## config.mk

```make
export PLATFORM = sky130hd
export DESIGN_NAME = elevator_request_scheduler
export DESIGN_NICKNAME = d
export VERILOG_FILES = /design/src/rtl/elevator_request_scheduler.sv
export SDC_FILE = /design/constraint.sdc
export NUM_CORES = 1
export LEC_CHECK = 0
export BUFFER_PORTS_ARGS = -buffer_cell sky130_fd_sc_hd__buf_2
export CAP_MARGIN = 10
export CORE_MARGIN = 10
export CORE_UTILIZATION = 35
export CTS_CLUSTER_SIZE = 30
export DETAILED_ROUTE_END_ITERATION = 10
export GPL_TIMING_DRIVEN = 0
export PLACE_DENSITY = 0.65
export SLEW_MARGIN = 20
export SYNTH_ARGS = -nofsm -noshare
export SYNTH_HDL_FRONTEND = slang
export SYNTH_SLANG_ARGS = --single-unit
```

## constraint.sdc

```tcl
create_clock -name clk -period 1.9 [get_ports clk]
set_clock_uncertainty 0.1 [all_clocks]
set_input_delay 0.19 -clock clk [delete_from_list [all_inputs] [get_ports clk]]
set_output_delay 0.19 -clock clk [all_outputs]
set_load 0.03 [all_outputs]
```

## src/rtl/elevator_request_scheduler.sv

```systemverilog
// Elevator request scheduler: latches hall/car calls into a pending bitmap
// and runs a SCAN (collective) policy to pick the next floor for the
// downstream floor controller. It retires a call once the door has cycled at
// that floor. A door that never opens is retired by timeout and raises a
// sticky fault.

// Per-floor call latch. A retire of this floor wins over a new call on the same edge.
module elevator_request_scheduler_floor #(
  parameter int FLOOR_IDX = 0,
  parameter int FLOOR_W   = 2
) (
  input  logic               clk,
  input  logic               rst,
  input  logic               call,
  input  logic               clr_cur,
  input  logic [FLOOR_W-1:0] current_floor,
  output logic               cur_hit,
  output logic               pend
);
  assign cur_hit = (current_floor == FLOOR_W'(FLOOR_IDX));

  // Capture the call and drop it when the scheduler retires the current floor.
  always_ff @(posedge clk or posedge rst) begin
    if (rst) pend <= 1'b0;
    else     pend <= (pend | call) & ~(clr_cur & cur_hit);
  end
endmodule

module elevator_request_scheduler #(
  parameter int NUM_FLOORS   = 4,
  parameter int FLOOR_W      = 2,
  parameter int DOOR_TIMEOUT = 15
) (
  input  logic                  clk,
  input  logic                  rst,
  input  logic [NUM_FLOORS-1:0] call_req,
  input  logic [FLOOR_W-1:0]    current_floor,
  input  logic                  door_status,
  output logic [FLOOR_W-1:0]    floor_select,
  output logic [NUM_FLOORS-1:0] pending,
  output logic                  dir_up,
  output logic                  busy,
  output logic                  fault
);
  localparam int TMR_W = 8;

  typedef enum logic [1:0] {IDLE, MOVE_UP, MOVE_DOWN, SERVE} state_t;

  state_t                  state, state_next;
  logic [FLOOR_W-1:0]      floor_select_next;
  logic                    dir_up_next;
  logic                    clr_cur;
  logic [TMR_W-1:0]        timer;
  logic                    opened;
  logic [NUM_FLOORS-1:0]   cur_hit;
  logic [FLOOR_W-1:0]      above, below;
  logic                    have_above, have_below;
  logic                    cur_pending, cur_is_target;
  logic                    door_expired, serve_done;
  logic                    pick_up, pick_down;

  for (genvar g = 0; g < NUM_FLOORS; g++) begin : g_floor
    elevator_request_scheduler_floor #(
      .FLOOR_IDX (g),
      .FLOOR_W   (FLOOR_W)
    ) u_floor (
      .clk           (clk),
      .rst           (rst),
      .call          (call_req[g]),
      .clr_cur       (clr_cur),
      .current_floor (current_floor),
      .cur_hit       (cur_hit[g]),
      .pend          (pending[g])
    );
  end

  // A current_floor beyond the last floor hits no bit, so it never matches.
  assign cur_pending   = |(pending & cur_hit);
  assign cur_is_target = (floor_select == current_floor);

  // Nearest pending floor strictly above (lowest) and strictly below (highest).
  always_comb begin
    above      = '0;
    have_above = 1'b0;
    below      = '0;
    have_below = 1'b0;
    for (int i = NUM_FLOORS - 1; i >= 0; i--) begin
      if (pending[i] && (FLOOR_W'(i) > current_floor)) begin
        above      = FLOOR_W'(i);
        have_above = 1'b1;
      end
    end
    for (int i = 0; i < NUM_FLOORS; i++) begin
      if (pending[i] && (FLOOR_W'(i) < current_floor)) begin
        below      = FLOOR_W'(i);
        have_below = 1'b1;
      end
    end
  end

  // Direction choice: keep heading the current way, else reverse.
  assign pick_up   = have_above & (dir_up | ~have_below);
  assign pick_down = have_below & (~dir_up | ~have_above);

  // The door is given up on when the last allowed closed-door cycle elapses.
  assign door_expired = (state == SERVE) & ~door_status & ~opened &
                        (timer == TMR_W'(DOOR_TIMEOUT - 1));
  assign serve_done   = (state == SERVE) & ~door_status & (opened | door_expired);

  // State register.
  always_ff @(posedge clk or posedge rst) begin
    if (rst) state <= IDLE;
    else     state <= state_next;
  end

  // Next-state: SCAN travel, serve at target, decide on SERVE exit.
  always_comb begin
    state_next = state;
    case (state)
      IDLE: begin
        if (cur_pending)    state_next = cur_is_target ? IDLE : SERVE;
        else if (pick_up)   state_next = MOVE_UP;
        else if (pick_down) state_next = MOVE_DOWN;
      end
      MOVE_UP: begin
        if (cur_is_target)    state_next = SERVE;
        else if (!have_above) state_next = IDLE;
      end
      MOVE_DOWN: begin
        if (cur_is_target)    state_next = SERVE;
        else if (!have_below) state_next = IDLE;
      end
      SERVE: begin
        if (serve_done) begin
          if (pick_up)        state_next = MOVE_UP;
          else if (pick_down) state_next = MOVE_DOWN;
          else                state_next = IDLE;
        end
      end
      default: state_next = IDLE;
    endcase
  end

  // Output decode: target floor, direction and current-floor retire strobe.
  always_comb begin
    floor_select_next = floor_select;
    dir_up_next       = dir_up;
    clr_cur           = 1'b0;
    case (state)
      IDLE: begin
        if (cur_pending) begin
          // Already parked here with the door done: absorb the call silently.
          if (cur_is_target) clr_cur = 1'b1;
          else               floor_select_next = current_floor;
        end else if (pick_up) begin
          floor_select_next = above;
          dir_up_next       = 1'b1;
        end else if (pick_down) begin
          floor_select_next = below;
          dir_up_next       = 1'b0;
        end
      end
      MOVE_UP: begin
        if (!cur_is_target && have_above) floor_select_next = above;
      end
      MOVE_DOWN: begin
        if (!cur_is_target && have_below) floor_select_next = below;
      end
      SERVE: begin
        clr_cur = door_status | serve_done;
        if (serve_done) begin
          if (pick_up) begin
            floor_select_next = above;
            dir_up_next       = 1'b1;
          end else if (pick_down) begin
            floor_select_next = below;
            dir_up_next       = 1'b0;
          end
        end
      end
      default: ;
    endcase
  end

  // Registered outputs plus the door timer and opened flag used in SERVE.
  always_ff @(posedge clk or posedge rst) begin
    if (rst) begin
      floor_select <= '0;
      dir_up       <= 1'b1;
      busy         <= 1'b0;
      fault        <= 1'b0;
      timer        <= '0;
      opened       <= 1'b0;
    end else begin
      floor_select <= floor_select_next;
      dir_up       <= dir_up_next;
      busy         <= (state_next != IDLE);
      if (door_expired) fault <= 1'b1;
      if (state != SERVE) begin
        timer  <= '0;
        opened <= 1'b0;
      end else if (door_status) begin
        opened <= 1'b1;
      end else if (!opened && !door_expired) begin
        timer  <= timer + 1'b1;
      end
    end
  end
endmodule
```

Yosys cells after proc, flatten, opt, wreduce, memory -nomap -nowiden
Cells that the tools add are included.

Add/subtract/negate cells: 1. Magnitude comparators: 8. Equal/unequal tests: 15. Mux-type cells: 48. Bitwise operators: 32. Reductions and logical operators: 24.

Operator list (number): 2-bit two-way mux (24); 8-bit two-way mux (3); 1-bit two-way mux (17); 2-bit one-hot mux with 4 select lines (2); 1-bit bitwise AND (14); 1-bit logical AND (11); 2-bit inequality test (second input constant) (5); 1-bit NOT (9); 8-bit by 1-bit adder with 8-bit output (second input constant) (1); 2-bit equality test (second input constant) (4); 8-bit by 4-bit equality test with 1-bit output (second input constant) (1); 1-bit bitwise OR (8); 2-bit nonzero test (4); 4-bit bitwise AND (1); 2-bit by 1-bit equality test with 1-bit output (second input constant) (2); 1-bit by 2-bit greater-than comparator with 1-bit output (first input constant) (2); 2-bit greater-than comparator (first input constant) (2); 2-bit zero test (2); 1-bit by 2-bit less-than comparator with 1-bit output (first input constant) (2); 2-bit less-than comparator (first input constant) (2); 1-bit one-hot mux with 2 select lines (2); 4-bit AND reduction (1); 4-bit OR reduction (1); 1-bit zero test (3); 5 further kinds (5).

Register bits: 20. Bits of input ports: 9. Word-level logic and storage cells: 139.

Longest topological paths before layout
Depth in word-level cells: 14. Depth in mapped cells: 8.

Cells and area by module
From an unflattened synthesis, not the netlist that was laid out.

Cell total of the unflattened synthesis: 168. Area total of the unflattened synthesis: 1525.2 um^2.

Modules (own cells, without submodules): elevator_request_scheduler (times used 1, cells an instance 148, area each 1317.5 um^2, seq. area each 401.6 um^2); elevator_request_scheduler_floor at g_floor[1].u_floor ... (times used 2, cells an instance 5, area each 55.1 um^2, seq. area each 25.0 um^2); elevator_request_scheduler_floor at g_floor[3].u_floor (times used 1, cells an instance 5, area each 50.0 um^2, seq. area each 25.0 um^2); elevator_request_scheduler_floor at g_floor[0].u_floor (times used 1, cells an instance 5, area each 47.5 um^2, seq. area each 25.0 um^2).

Worst setup path before layout
Ideal clock, no wire load.

Path kind: reg2reg. Start point: register state[0]. End point: register floor_select[1]. Arrival: 1.846 ns. Slack: -0.171 ns. Cell stages (with the launch flop): 9. Path buffers: 1. Period minus slack after synthesis: 2.071 ns. Cell sequence: dfrtp_1 > inv_1 > ha_1 > clkbuf_1 > o21ai_0 > a32o_1 > a221oi_2 > nor3_1 > mux2_2.

Cells in the longest elaborated chain, start to end: 8. Elaborated cells on any way between the ends: 15. Classes of those cells: eq/ne (7); mux (1); bitwise (5); reduce/logical (2).

RTL lines: from (decl) (RTL line 49) `state_t state, state_next;`; from (signal assigned) (RTL line 113) `else state <= state_next;`; 2-bit equality test (RTL line 106, 108, 149); 1-bit bitwise AND (RTL line 106, 108); 1-bit bitwise AND (2 in series) (RTL line 106) `assign door_expired = (state == SERVE) & ~door_status & ~opened &`; 1-bit bitwise OR (RTL line 108) `assign serve_done = (state == SERVE) & ~door_status & (opened | door_expired);`; 1-bit bitwise AND (RTL line 108); 2-bit inequality test (no source line); 4-bit AND reduction (no source line); to (signal assigned) (RTL line 195) `floor_select <= floor_select_next;`; to (decl) (RTL line 39) `output logic [FLOOR_W-1:0] floor_select,`.

Parallel ways exist; a longest one is shown, timed or not. A chain may end at the register's enable or synchronous reset.

Worst setup path after layout
Start point: register timer[0]. End point: register timer[7].

Cells in the longest elaborated chain, start to end: 6. Elaborated cells on any way between the ends: 10. Classes of those cells: add/sub (1); eq/ne (1); mux (3); bitwise (1); reduce/logical (4).

RTL lines: from (decl) (RTL line 53) `logic [TMR_W-1:0] timer;`; from (signal assigned) (RTL line 205) `timer <= timer + 1'b1;`; parallel branches: the longest is 6 deep, another holds 8-bit by 1-bit adder with 8-bit output.

Several ways; the timed one is not identified. The select of a mux whose other input is x is not followed.

==> flow_summary.json <==
{
  "final_common_cell": "buf_4",
  "final_cell_mix": "buf_4 (24), buf_2 (17), dfrtp_1 (17)",
  "min_path_type": "in -> async",
  "critPathCaptureType": "flop",
  "drv_cap": 0,
  "gr-usage-all-layers_pct": 12.0,
  "critPathBufInv": 1,
  "first_global_vias": 1640,
  "clk_latency_ns": 0.27,
  "antenna_found_initial": 0,
  "setup-tns-final_ns": -1.80,
  "cp_slowest_cell": "or4_4",
  "ys.flop_type": "dfrtp_1",
  "clkTransAtPathRegs_ns": 0.09,
  "drc": 0,
  "ant_nets": 0,
  "rsz0062_at_grt": "yes",
  "power.switching_w": 0.00134,
  "synth_area_sq_um": 1610,
  "h-tree-depth": 1,
  "initial_utilization_pct": 36.5,
  "grtUsageMet2_pct": 20.6,
  "ir_drop_v": 0.000598,
  "grt_pass1_wl_mm": 7.56,
  "die_w_microns": 87.8,
  "crit_family": "simple AND/OR/NAND/NOR gates",
  "gp_congestion": 0.901,
  "met3_usage_pct": 2.88,
  "nets": 243,
  "cellPowerDensity_nw_per_um2": 1420,
  "cts_buffers": 3,
  "synthCells": 184,
  "grt_max_degree": 21,
  "drive_above_1_share_pct": 45.4,
  "yosysUniqueCellTypes": 63,
  "final.period_utilization_pct": 109,
  "p_clk_share_pct": 14.5,
  "rows": 24,
  "start_kind": "flop",
  "cp.arrival_ns": 2.12,
  "worst_slack_ns": -0.168,
  "worst_slew_pin_slew_ns": 0.817,
  "path_cells": "inv_2, ha_4, nand4b_1, or4_4, o2111a_1, nand4_1, xor2_1, nor2_1",
  "power.leakage_nw": 0.933,
  "tritoncts": "done",
  "hpwl_mm": 2.95,
  "holdWs_ns": -0.0412,
  "dieArea_sq_um": 7710,
  "p_comb_share_pct": 63.4,
  "first_iter_violations": 167,
  "portBuffers": 16,
  "syn_avg_cell_area_sq_um": 8.75,
  "intPower_w": 0.00175,
  "die_y_microns": 87.8,
  "rrSetupSlack_ns": -0.17,
  "coreArea_sq_um": 4410,
  "min_period_ns": 2.07,
  "worst_path_largest_cell_delay_ns": 0.47,
  "status": "finished with violations",
  "antenna_cells": 0,
  "yosysTopAreaCell": "dfrtp_1",
  "ys_seq_area_share_pct": 31.2,
  "io_pins": 18,
  "firstDrtPassIters": 4,
  "clock-sinks": 20,
  "root_buffer": "clkbuf_8",
  "synth_nets": 199,
  "crit_required_ns": 1.95,
  "yosys_warnings": 0,
  "synth.ff_latch_count": 20,
  "setup-violations-final": 17,
  "pre_cts_slack_ns": -0.270,
  "drv_slew": 0,
  "drt-wirelength-per-cell_microns": 16.6,
  "synth_edf_count": 0,
  "synthToLayoutAreaGrowth_pct": 35.7,
  "fmax_ghz": 0.483,
  "vias": 1631,
  "grt-busiest-layer": "met2",
  "cts_buffer_depth": 2,
  "grt_overflow": 0,
  "cp_max_fo": 3,
  "relSlewSlack_pct": 45.5,
  "async_reset_ff_share_pct": 100,
  "yosysTopAreaCellShare_pct": 29.5,
  "grt_util_met1_pct": 13.6,
  "viasPerCell": 5.85,
  "violations": "negative hold slack, negative setup slack",
  "ys_top_cells_by_area": "dfrtp_1 (30%), a21oi_1 (5.3%), ha_1 (4.7%)",
  "fillCellCount": 405,
  "hold_viol": 19,
  "crit_type": "reg -> reg",
  "wl_mm": 4.64,
  "cts_hold_buf": 0,
  "netSwitchingFraction_pct": 43.4,
  "pwr-share-seq_pct": 22.1
}
-- through the flow --
step	area (sq um)	total power [W]	util, %	instances
2_1_floorplan	1630	0.00177	-	184
3_3_place_gp	1770	0.00207	40.2	252
3_5_place_dp	1770	0.00208	40.2	252
4_1_cts	2060	0.00288	46.6	271
5_1_grt	2190	0.00328	49.5	279
6_report	2190	0.00310	49.5	279
-- area by class of cell --
type,count,area [sq um],area share [%]
multi-input cells,141,1130,51.9
flip-flops and latches,20,504,23.1
repair buffers,40,279,12.8
plain buffers,11,87.6,4.01
well taps,52,65.1,2.98
inverters,11,43.8,2.00
clock buffers,3,41.3,1.89
clock inverters,1,30.0,1.37
-- registers in the layout (all words and copies together) (netlist names) --
name,cells
state,2
g_floor.u_floor.pend,4
dir_up,1
fault,1
timer,8
floor_select,2
busy,1
opened,1
-- repair_timing --
item	in CTS	in global routing
buffers inserted	16	8
gates cloned	0	0
pin swaps	15	12
resized for setup	28	17
endpoints found under the hold margin	0	0
setup endpoints to repair	15	17
-- final timing paths --
check | startpoint | end | cells past startpoint
worst min-delay path | rst | g_floor[3].u_floor.pend | 2
min in group clk | call_req[2] | g_floor[2].u_floor.pend | 3
worst min register to register | fault | fault | 1
worst max-delay path | timer[0] | timer[7] | 8
worst max register to register | timer[0] | timer[7] | 8
max in group asynchronous | rst | g_floor[1].u_floor.pend | 2
-- routing by layer --
layer | vias up | wire (microns)
met5 | - | 0
li1 | 759 | -
met4 | 0 | 121
met2 | 57 | 2370
met1 | 802 | 1850
met3 | 13 | 298
-- cells by family (layout without fill, tap and decap cells) --
| kind of cell | Yosys count | count (layout) | share of synthesized area, % |
|---|---|---|---|
| AOI/OAI and AO/OA | 67 | 67 | 29.3 |
| and+or+nand+nor | 57 | 57 | 18.8 |
| buffers and inverters | 23 | 66 | 7.61 |
| DFF | 20 | 20 | 31.2 |
| xor gates and xnor gates | 7 | 7 | 4.97 |
| adders and majority gates | 6 | 6 | 4.66 |
| muxes | 4 | 4 | 3.50 |
-- cells in the mapped netlist (5+ instances only) --
master	instances
o21ai_0	11
nand2_1	13
dfrtp_1	19
inv_1	10
nor2_1	17
o22ai_1	5
buf_4	5
xor2_1	5
a31oi_1	5
a21oi_1	17
ha_1	6
-- power by group through the flow --
| stage | sequential [W] | clock, W | combinational, W |
|---|---|---|---|
| after CTS | 0.000678 | 0.000455 | 0.00175 |
| after global routing | 0.000696 | 0.000477 | 0.00211 |
| final | 0.000683 | 0.000450 | 0.00196 |
| after global placement | 0.000679 | 0 | 0.00139 |
| after detailed placement | 0.000677 | 0 | 0.00140 |
| after floorplan | 0.000724 | 0 | 0.00104 |
No activity file was read; power rests on OpenSTA's default activity.
